<file path="src/rtl/seq_divider_pkg.sv">
// Shared definitions for the multi-cycle restoring divider: FSM encoding,
// default operand width and the divide-by-zero quotient pattern.
package seq_divider_pkg;

    typedef enum logic [1:0] {
        S_IDLE = 2'd0,
        S_DIV  = 2'd1,
        S_FIX  = 2'd2,
        S_DONE = 2'd3
    } state_t;

    localparam int unsigned DEF_WIDTH = 32;

    // Wide enough for any supported WIDTH; users slice off the low bits.
    localparam logic [127:0] DBZ_ONES = '1;

endpackage

</file>
<file path="src/rtl/seq_divider_subtractor_nbit.sv">
// N-bit a - b on zero-extended operands: o_diff carries the low N-1 bits and
// o_borrow is the result MSB, i.e. the borrow when the operands' true values fit.
module subtractor_nbit
    import seq_divider_pkg::*;
#(
    parameter int unsigned N = DEF_WIDTH + 1
) (
    input  logic [N-1:0] i_a,
    input  logic [N-1:0] i_b,
    output logic [N-2:0] o_diff,
    output logic         o_borrow
);

    localparam int unsigned NS = (N + 3) / 4;

    logic [N-2:0]  w_g;
    logic [N-2:0]  w_p;
    logic [N-1:0]  w_bi;
    logic [NS-1:0] w_bc;

    assign w_g     = ~i_a[N-2:0] & i_b[N-2:0];
    assign w_p     = ~(i_a[N-2:0] ^ i_b[N-2:0]);
    assign w_bc[0] = 1'b0;

    // 4-bit lookahead slices; bits beyond N-1 in the last slice are never built.
    for (genvar s = 0; s < NS; s++) begin : g_slice
        localparam int unsigned B = 4 * s;

        assign w_bi[B] = w_bc[s];

        if (B + 1 < N) begin : g_b1
            assign w_bi[B+1] = w_g[B] | (w_p[B] & w_bc[s]);
        end
        if (B + 2 < N) begin : g_b2
            assign w_bi[B+2] = w_g[B+1] | (w_p[B+1] & w_g[B])
                             | (w_p[B+1] & w_p[B] & w_bc[s]);
        end
        if (B + 3 < N) begin : g_b3
            assign w_bi[B+3] = w_g[B+2] | (w_p[B+2] & w_g[B+1])
                             | (w_p[B+2] & w_p[B+1] & w_g[B])
                             | (w_p[B+2] & w_p[B+1] & w_p[B] & w_bc[s]);
        end
        if (s < NS - 1) begin : g_bc
            assign w_bc[s+1] = w_g[B+3] | (w_p[B+3] & w_g[B+2])
                             | (w_p[B+3] & w_p[B+2] & w_g[B+1])
                             | (w_p[B+3] & w_p[B+2] & w_p[B+1] & w_g[B])
                             | (w_p[B+3] & w_p[B+2] & w_p[B+1] & w_p[B] & w_bc[s]);
        end
    end

    assign o_diff   = i_a[N-2:0] ^ i_b[N-2:0] ^ w_bi[N-2:0];
    assign o_borrow = i_a[N-1] ^ i_b[N-1] ^ w_bi[N-1];

endmodule

</file>
<file path="src/rtl/seq_divider.sv">
// Multi-cycle restoring divider for div/divu: one quotient bit per cycle on
// magnitudes, sign fix-up in a final cycle, one-cycle done pulse.
module seq_divider
    import seq_divider_pkg::*;
#(
    parameter int unsigned WIDTH = DEF_WIDTH
) (
    input  logic             clk,
    input  logic             rst_n,
    input  logic             start,
    input  logic             is_signed,
    input  logic [WIDTH-1:0] dividend,
    input  logic [WIDTH-1:0] divisor,
    output logic             busy,
    output logic             done,
    output logic [WIDTH-1:0] quotient,
    output logic [WIDTH-1:0] remainder,
    output logic             div_by_zero
);

    localparam int unsigned CW = $clog2(WIDTH + 1);

    state_t           r_state;
    state_t           w_next;
    logic [CW-1:0]    r_count;
    logic [WIDTH-1:0] r_rem;
    logic [WIDTH-1:0] r_quo;
    logic [WIDTH-1:0] r_den;
    logic             r_qsign;
    logic             r_rsign;
    logic [WIDTH-1:0] r_quotient;
    logic [WIDTH-1:0] r_remainder;
    logic             r_dbz;

    logic             w_dvd_neg;
    logic             w_dvs_neg;
    logic [WIDTH-1:0] w_dvd_mag;
    logic [WIDTH-1:0] w_dvs_mag;
    logic             w_div_zero;
    logic [WIDTH:0]   w_shift;
    logic [WIDTH-1:0] w_trial;
    logic             w_borrow;
    logic [WIDTH-1:0] w_q_fix;
    logic [WIDTH-1:0] w_r_fix;

    assign w_dvd_neg  = is_signed & dividend[WIDTH-1];
    assign w_dvs_neg  = is_signed & divisor[WIDTH-1];
    assign w_dvd_mag  = (dividend ^ {WIDTH{w_dvd_neg}}) + WIDTH'(w_dvd_neg);
    assign w_dvs_mag  = (divisor ^ {WIDTH{w_dvs_neg}}) + WIDTH'(w_dvs_neg);
    assign w_div_zero = (divisor == '0);

    assign w_shift = {r_rem, r_quo[WIDTH-1]};

    subtractor_nbit #(
        .N (WIDTH + 1)
    ) u_sub (
        .i_a      (w_shift),
        .i_b      ({1'b0, r_den}),
        .o_diff   (w_trial),
        .o_borrow (w_borrow)
    );

    // Conditional invert plus increment: one adder serves both signs.
    assign w_q_fix = (r_quo ^ {WIDTH{r_qsign}}) + WIDTH'(r_qsign);
    assign w_r_fix = (r_rem ^ {WIDTH{r_rsign}}) + WIDTH'(r_rsign);

    always_ff @(posedge clk or negedge rst_n) begin
        if (!rst_n) r_state <= S_IDLE;
        else        r_state <= w_next;
    end

    always_comb begin
        w_next = r_state;
        case (r_state)
            S_IDLE: if (start) w_next = w_div_zero ? S_DONE : S_DIV;
            S_DIV:  if (r_count == CW'(1)) w_next = S_FIX;
            S_FIX:  w_next = S_DONE;
            S_DONE: w_next = S_IDLE;
            default: w_next = S_IDLE;
        endcase
    end

    always_comb begin
        busy = 1'b0;
        done = 1'b0;
        case (r_state)
            S_DIV, S_FIX: busy = 1'b1;
            S_DONE:       done = 1'b1;
            default:      ;
        endcase
    end

    always_ff @(posedge clk or negedge rst_n) begin
        if (!rst_n) begin
            r_count     <= '0;
            r_rem       <= '0;
            r_quo       <= '0;
            r_den       <= '0;
            r_qsign     <= 1'b0;
            r_rsign     <= 1'b0;
            r_quotient  <= '0;
            r_remainder <= '0;
            r_dbz       <= 1'b0;
        end else begin
            case (r_state)
                S_IDLE: begin
                    if (start && w_div_zero) begin
                        r_quotient  <= DBZ_ONES[WIDTH-1:0];
                        r_remainder <= dividend;
                        r_dbz       <= 1'b1;
                    end else if (start) begin
                        r_quo   <= w_dvd_mag;
                        r_den   <= w_dvs_mag;
                        r_rem   <= '0;
                        r_qsign <= w_dvd_neg ^ w_dvs_neg;
                        r_rsign <= w_dvd_neg;
                        r_count <= CW'(WIDTH);
                    end
                end
                S_DIV: begin
                    r_rem   <= w_borrow ? w_shift[WIDTH-1:0] : w_trial;
                    r_quo   <= {r_quo[WIDTH-2:0], ~w_borrow};
                    r_count <= r_count - CW'(1);
                end
                S_FIX: begin
                    r_quotient  <= w_q_fix;
                    r_remainder <= w_r_fix;
                    r_dbz       <= 1'b0;
                end
                default: ;
            endcase
        end
    end

    assign quotient    = r_quotient;
    assign remainder   = r_remainder;
    assign div_by_zero = r_dbz;

endmodule

</file>
<file path="config.mk">
export PLATFORM = sky130hd
export DESIGN_NAME = seq_divider
export DESIGN_NICKNAME = d
export VERILOG_FILES = /design/src/rtl/seq_divider_pkg.sv /design/src/rtl/seq_divider_subtractor_nbit.sv /design/src/rtl/seq_divider.sv
export SDC_FILE = /design/constraint.sdc
export NUM_CORES = 1
export LEC_CHECK = 0
export BUFFER_PORTS_ARGS = -buffer_cell sky130_fd_sc_hd__buf_4
export CAP_MARGIN = 20
export CORE_MARGIN = 2
export CORE_UTILIZATION = 30
export DETAILED_ROUTE_END_ITERATION = 12
export PLACE_DENSITY = 0.48
export REMOVE_ABC_BUFFERS = 1
export SETUP_SLACK_MARGIN = 0.02
export SYNTH_ARGS = -nofsm -noshare
export SYNTH_HDL_FRONTEND = slang
export SYNTH_SLANG_ARGS = --single-unit
</file>
<file path="constraint.sdc">
create_clock -name clk -period 3.5 [get_ports clk]
set_input_delay 0.35 -clock clk [delete_from_list [all_inputs] [get_ports clk]]
set_output_delay 0.35 -clock clk [all_outputs]
set_load 0.05 [all_outputs]
</file>
### Word level (Yosys, flattened, before mapping)

Index checks and enable logic that the tools add are counted.

| storage, ports and cells | value |
|---|---|
| register bits after elaboration | 171 |
| latch bits | 0 |
| RAM bits | 0 |
| bits in read-only memories | 0 |
| bits of input ports | 68 |
| output and inout port bits | 67 |
| logic and storage cells | 267 |
| memories | 0 |

| operators by class | value |
|---|---|
| add/subtract/negate cells | 5 |
| multiply operators | 0 |
| divide/modulo/power cells | 0 |
| order comparisons | 0 |
| equal/unequal tests | 8 |
| shift operators | 0 |
| multiplexer cells | 22 |
| bitwise logic cells | 212 |
| reductions and logical operators | 10 |

Operators with widths:

| operator | number |
|---|---|
| $pmux W32 S2 | 4 |
| $mux W32 | 7 |
| $xor A32 B32 Y32 | 6 |
| $add A32 B1 Y32 | 4 |
| $and A1 B1 Y1 | 123 |
| $or A1 B1 Y1 | 76 |
| $not A32 Y32 | 2 |
| $and A32 B32 Y32 | 1 |
| $logic_not A32 Y1 | 1 |
| $mux W6 | 2 |
| $pmux W6 S2 | 1 |
| $ne A2 B2 Y1 const B | 4 |
| $pmux W2 S4 | 1 |
| $eq A6 B1 Y1 const B | 1 |
| $mux W2 | 3 |
| $reduce_and A3 Y1 | 2 |
| $sub A6 B1 Y6 const B | 1 |
| $eq A2 B2 Y1 const B | 2 |
| $reduce_and A2 Y1 | 2 |
| $reduce_bool A2 Y1 | 2 |
| $mux W1 | 3 |
| $eq A2 B1 Y1 const B | 1 |
| $logic_not A2 Y1 | 1 |
| $not A1 Y1 | 2 |
| other kinds (4) | 5 |

### Logic depth before layout (Yosys ltp)

| depth | value |
|---|---|
| depth in word-level cells | 23 |
| gate-level depth with buffers | 16 |
| gate-level depth less buffers | 14 |

### Hierarchy

From an unflattened synthesis, not the netlist that was laid out.

| unflattened totals | value |
|---|---|
| cells, all modules | 1688 |
| area total of the unflattened synthesis | 14146.1 µm² |

By module, submodules not included:

| module | instances | cells an instance | area an instance (µm²) | seq. area each (µm²) |
|---|---|---|---|---|
| seq_divider | 1 | 1472 | 12563.3 | 4279.1 |
| subtractor_nbit | 1 | 216 | 1582.8 | 0.0 |

### Worst setup path before layout

OpenSTA, ideal clock, no wires.

| timing | value |
|---|---|
| path kind | input-to-reg |
| start point | input port divisor[31] |
| end point | register r_den[30] |
| setup time | 0.127 ns |
| data arrival time | 3.441 ns |
| required time | 3.373 ns |
| path slack | -0.068 ns |
| stages on the path | 16 |
| buffers on the path | 4 |
| path through | clkbuf_1 > nand2_1 > buf_2 > inv_1 > clkbuf_1 > buf_1 > ha_1 > ha_1 > inv_1 > nor3_4 > nand2_1 > nor4_4 > nand4_1 > a2bb2oi_1 > xnor2_1 > o21ai_0 |

| between the ends | value |
|---|---|
| longest elaborated chain between the ends | 4 |
| elaborated cells between the ends (all ways) | 7 |
| those cells by class | 1 x add/sub; 3 x bitwise; 3 x reduce/logical |

RTL lines:

| item | RTL line | RTL |
|---|---|---|
| start, declared | seq_divider.sv:13 | `input logic [WIDTH-1:0] divisor,` |
| parallel branches: the longest is 4 deep, another holds $add A32 B1 Y32 | -- |  |
| end signal, assigned | seq_divider.sv:113 | `r_den <= w_dvs_mag;` |
| end, declared | seq_divider.sv:28 | `logic [WIDTH-1:0] r_den;` |

Parallel ways; which one is timed is not known.
A chain may end at the register's enable or synchronous reset.

### Worst setup path in the final report

| timing | value |
|---|---|
| start point | register r_rem[2] |
| end point | register r_rem[17] |

| between the ends | value |
|---|---|
| longest elaborated chain between the ends | 23 |
| elaborated cells between the ends (all ways) | 32 |
| those cells by class | 2 x mux; 30 x bitwise |

RTL lines:

| item | RTL line | RTL |
|---|---|---|
| start, declared | seq_divider.sv:26 | `logic [WIDTH-1:0] r_rem;` |
| start signal, assigned | seq_divider.sv:121 | `r_rem <= w_borrow ? w_shift[WIDTH-1:0] : w_trial;` |
| $xor A32 B32 Y32 | seq_divider_subtractor_nbit.sv:22 | `assign w_p = ~(i_a[N-2:0] ^ i_b[N-2:0]);` |
| $not A32 Y32 | seq_divider_subtractor_nbit.sv:22 |  |
| $and A1 B1 Y1, on equally long branches | seq_divider_subtractor_nbit.sv:44, seq_divider_subtractor_nbit.sv:45, seq_divider_subtractor_nbit.sv:46 |  |
| $or A1 B1 Y1 (tied with other cells) | seq_divider_subtractor_nbit.sv:44 | `assign w_bc[s+1] = w_g[B+3] \| (w_p[B+3] & w_g[B+2])` |
| $or A1 B1 Y1 or $and A1 B1 Y1 (tied branches) | seq_divider_subtractor_nbit.sv:45, seq_divider_subtractor_nbit.sv:46 |  |
| $or A1 B1 Y1 * | seq_divider_subtractor_nbit.sv:46 | `\| (w_p[B+3] & w_p[B+2] & w_p[B+1] & w_g[B])` |
| $and A1 B1 Y1 * | seq_divider_subtractor_nbit.sv:47 | `\| (w_p[B+3] & w_p[B+2] & w_p[B+1] & w_p[B] & w_bc[s]);` |
| $or A1 B1 Y1 * | seq_divider_subtractor_nbit.sv:47 |  |
| (+7 left out) | -- |  |
| $or A1 B1 Y1 | seq_divider_subtractor_nbit.sv:47 |  |
| $and A1 B1 Y1 | seq_divider_subtractor_nbit.sv:47 |  |
| $or A1 B1 Y1 | seq_divider_subtractor_nbit.sv:47 |  |
| $and A1 B1 Y1 | seq_divider_subtractor_nbit.sv:47 |  |
| $or A1 B1 Y1 | seq_divider_subtractor_nbit.sv:47 |  |
| $xor A1 B1 Y1 | seq_divider_subtractor_nbit.sv:52 | `assign o_borrow = i_a[N-1] ^ i_b[N-1] ^ w_bi[N-1];` |
| $mux W32 * | seq_divider.sv:121 |  |
| $pmux W32 S2 * | seq_divider.sv:105 | `case (r_state)` |

Mark *: on every way between the ends. The rest lies on a longest branch, timed or not.

==> out/summary.txt <==
Seq pwr share -> 46.0%
Root buf cell -> clkbuf_16
Most frequent cells in the layout -> buf_4, dfrtp_1, nand2_1
Final period utilization -> 93.3%
Commonest non-fill, non-tap cell in the layout -> buf_4
I/O pins -> 135
Final non-filler cell total -> 2329
Gpl congestion -> 0.847
Initial antenna violation count -> 1
Number of synthesized register bits -> 171
Post-synth EDFFs -> 0
Worst vdd ir -> 0.311 mV
Die height -> 215 um
Fraction of layout cells with a size suffix above 1 -> 14.7%
Setup slack, reg-to-reg -> 0.23 ns
Async S/R FF share, synth -> 100%
Worst Hold Depth -> 3
Yosys warns -> 0
Minimum clock period -> 3.27 ns
Cts bufs inserted -> 17
Pleak -> 7.10 nW
Synth top area share -> 32.0%
HPWL Detailed -> 31.3 mm
GRT overflow -> 0
DRC violation count after routing -> 0
Final net count -> 1846
Area growth syn-to-layout -> 17.8%
Largest net degree at the start of global routing -> 73
Largest cells by area after synthesis -> dfrtp_1, xnor2_1, a21oi_1
Crit Reg-Reg Endpoint -> r_rem[17]
Unrepaired setup endpoints after global routing -> false
Layout Skew -> 0.0143 ns
Die ar. -> 46300 sq um
Max Fanout on Critical Path -> 7
CTS tree -> yes
# port buffers -> 134
CP arrival -> 3.58 ns
Int Pwr -> 3.22 mW
Via count -> 11900
TritonCTS sink count -> 171
Worst Slack Setup Final -> 0.234 ns
GRT Total Usage -> 17.7%
Vias in the first global route -> 11800
Initial core utilization -> 30.3%
# H-tree levels -> 4
Setup Viol. Count Final -> 0
Die W -> 215 um
WL/cell -> 17.5 um
Worst hold endpoint -> remainder[0]
Number of DRC markers in iteration 0 -> 743
Synthesized area per cell -> 8.17 sq um
Post-Synthesis Cells -> 1638
WP data required -> 3.82 ns
Slew @ Worst Pin -> 0.970 ns
Most area-hungry cell type in the Yosys netlist -> dfrtp_1
DR pass1 iterations -> 7
Antenna viol nets, final -> 0
Worst-Skew Late Latency -> 0.45 ns
Clock transition at the registers of the reported paths -> 0.07 ns
Reg-to-Reg Start -> r_rem[2]
Reported max-cap violation count -> 0
Placement Setup Slack -> 0.186 ns
Fmax -> 306 MHz
Hold Startpoint -> dividend[0]
Worst slew margin relative to its limit -> 35.2%
Hold Violations, Final -> 0
Power density cells -> 272 nW/um^2
Critical path class -> reg -> reg
Postcts setup bufs -> 0
Clk buf depth -> 2
Synth Flop Type -> dfrtp_1
Register area share after synthesis -> 32.0%
Combinational fraction of design power -> 8.9%
Final Total Pwr -> 4.29 mW
Placed insts -> 2295
Sw Ratio -> 24.9%
Final WL -> 40.7 mm
Core Region -> 44100 sq um
Min-delay worst type -> in -> reg
Critical path startpoint category -> flop
Site Rows -> 77
CP Capture Type -> flop
Post-synthesis cell area -> 13400 sq um
Status -> complete, no violations
Distinct cells, synth -> 79
Fin util -> 35.7%
Max-slew violation total from the final report -> 0
P_sw -> 1.07 mW
Via density -> 5.12
First-pass GRT wire length -> 65.5 mm
Clock power share -> 45.1%
Worst reg2reg path depth -> 13
## how the worst max path moves through the flow
stage	endpoint	startpoint	depth (start not counted)	slack, ns
after global placement	r_rem[17]	r_rem[2]	13	0.21
final	r_rem[17]	r_rem[2]	13	0.23
after floorplan	r_rem[11]	divisor[7]	8	-2.42
after detailed placement	r_rem[17]	r_rem[2]	13	0.19
after CTS	r_rem[17]	r_rem[2]	13	0.16
after global routing	r_rem[17]	r_rem[2]	13	0.006
## area by class of cell
type / count / area [sq um]
inverters: 74 / 278
multi-input cells: 1267 / 8370
diodes: 1 / 2.50
well taps: 592 / 741
flip-flops and latches: 171 / 4280
clock buffers: 21 / 460
clock inverters: 11 / 120
repair buffers: 192 / 1500
fillers: 4687 / 28400
## stage by stage
| step | hold WS [ns] | cell area (sq um) | TNS [ns] |
|---|---|---|---|
| after detailed placement | 0.441 | 15200 | 0 |
| after global placement | 0.442 | 15200 | 0 |
| after CTS | 0.196 | 15700 | 0 |
| after global routing | 0.209 | 15800 | 0 |
| final | 0.214 | 15800 | 0 |
| after floorplan | 0.0544 | 12900 | -171.78 |
## worst max-delay path, cell delays in order (launching register included)
cell	delay, ns
dfrtp_1	0.46
inv_1	0.12
ha_1	0.35
a41o_1	0.25
a21oi_1	0.27
o21ai_2	0.19
a21o_1	0.22
a21o_1	0.20
a221o_1	0.31
fa_1	0.38
xor2_1	0.16
nor2_1	0.05
a21oi_1	0.11
o22ai_1	0.07
## cell families (layout without fill, tap and decap cells)
family                   count (synthesis)  in the layout  share of synthesized area (%)
AO/OA/AOI/OAI                          495            495                           23.1
AND/OR/NAND/NOR                        486            486                           18.0
buffers and inverters                  200            298                           5.75
XOR/XNOR                               183            183                           12.0
flip-flops                             171            171                           32.0
adder cells (fa/ha/maj)                 55             55                           5.59
multiplexers                            48             48                           3.66
other                                    0              1                              0
## routing by layer
| layer | share of wire (%) | vias up | global-route usage (%) |
|---|---|---|---|
| li1 | - | 6015 | - |
| met1 | 46 | 5659 | 23.0 |
| met2 | 49 | 203 | 30.7 |
| met3 | 2.9 | 45 | 2.00 |
| met4 | 2.3 | 0 | 5.84 |
| met5 | 0 | - | 0 |
## synthesized netlist by cell type, drive strengths merged (10+ instances only)
library cell / count
a21o: 16
a21oi: 132
a22oi: 12
a31oi: 38
and3: 15
buf: 24
clkbuf: 102
dfrtp: 171
ha: 47
inv: 74
mux2i: 41
nand2: 149
nand2b: 12
nand3: 35
nand4: 24
nor2: 142
nor3: 29
nor4: 15
o21ai: 131
o22ai: 53
o31ai: 11
or3: 10
xnor2: 130
xor2: 53
## what timing repair did
item,in CTS,in global routing
resized for setup,0,1
setup endpoints to repair,0,2
hold buffers,1,0
hold endpoints to repair,69,0
## power by group through the flow
stage | clock (mW) | combinational (mW) | sequential (mW)
6_report | 1.93 | 0.383 | 1.98
5_1_grt | 2.07 | 0.425 | 1.97
4_1_cts | 1.99 | 0.389 | 1.97
3_5_place_dp | 0 | 0.387 | 2.01
3_3_place_gp | 0 | 0.386 | 2.01
2_1_floorplan | 0 | 0.175 | 2.01
## flip-flops by register name, indices dropped and copies added (netlist names)
name         flops
r_den           32
r_quo           32
r_rem           32
r_rsign          1
div_by_zero      1
r_count          6
quotient        32
r_qsign          1
remainder       32
r_state          2
Power figures use the tool's default switching activity.
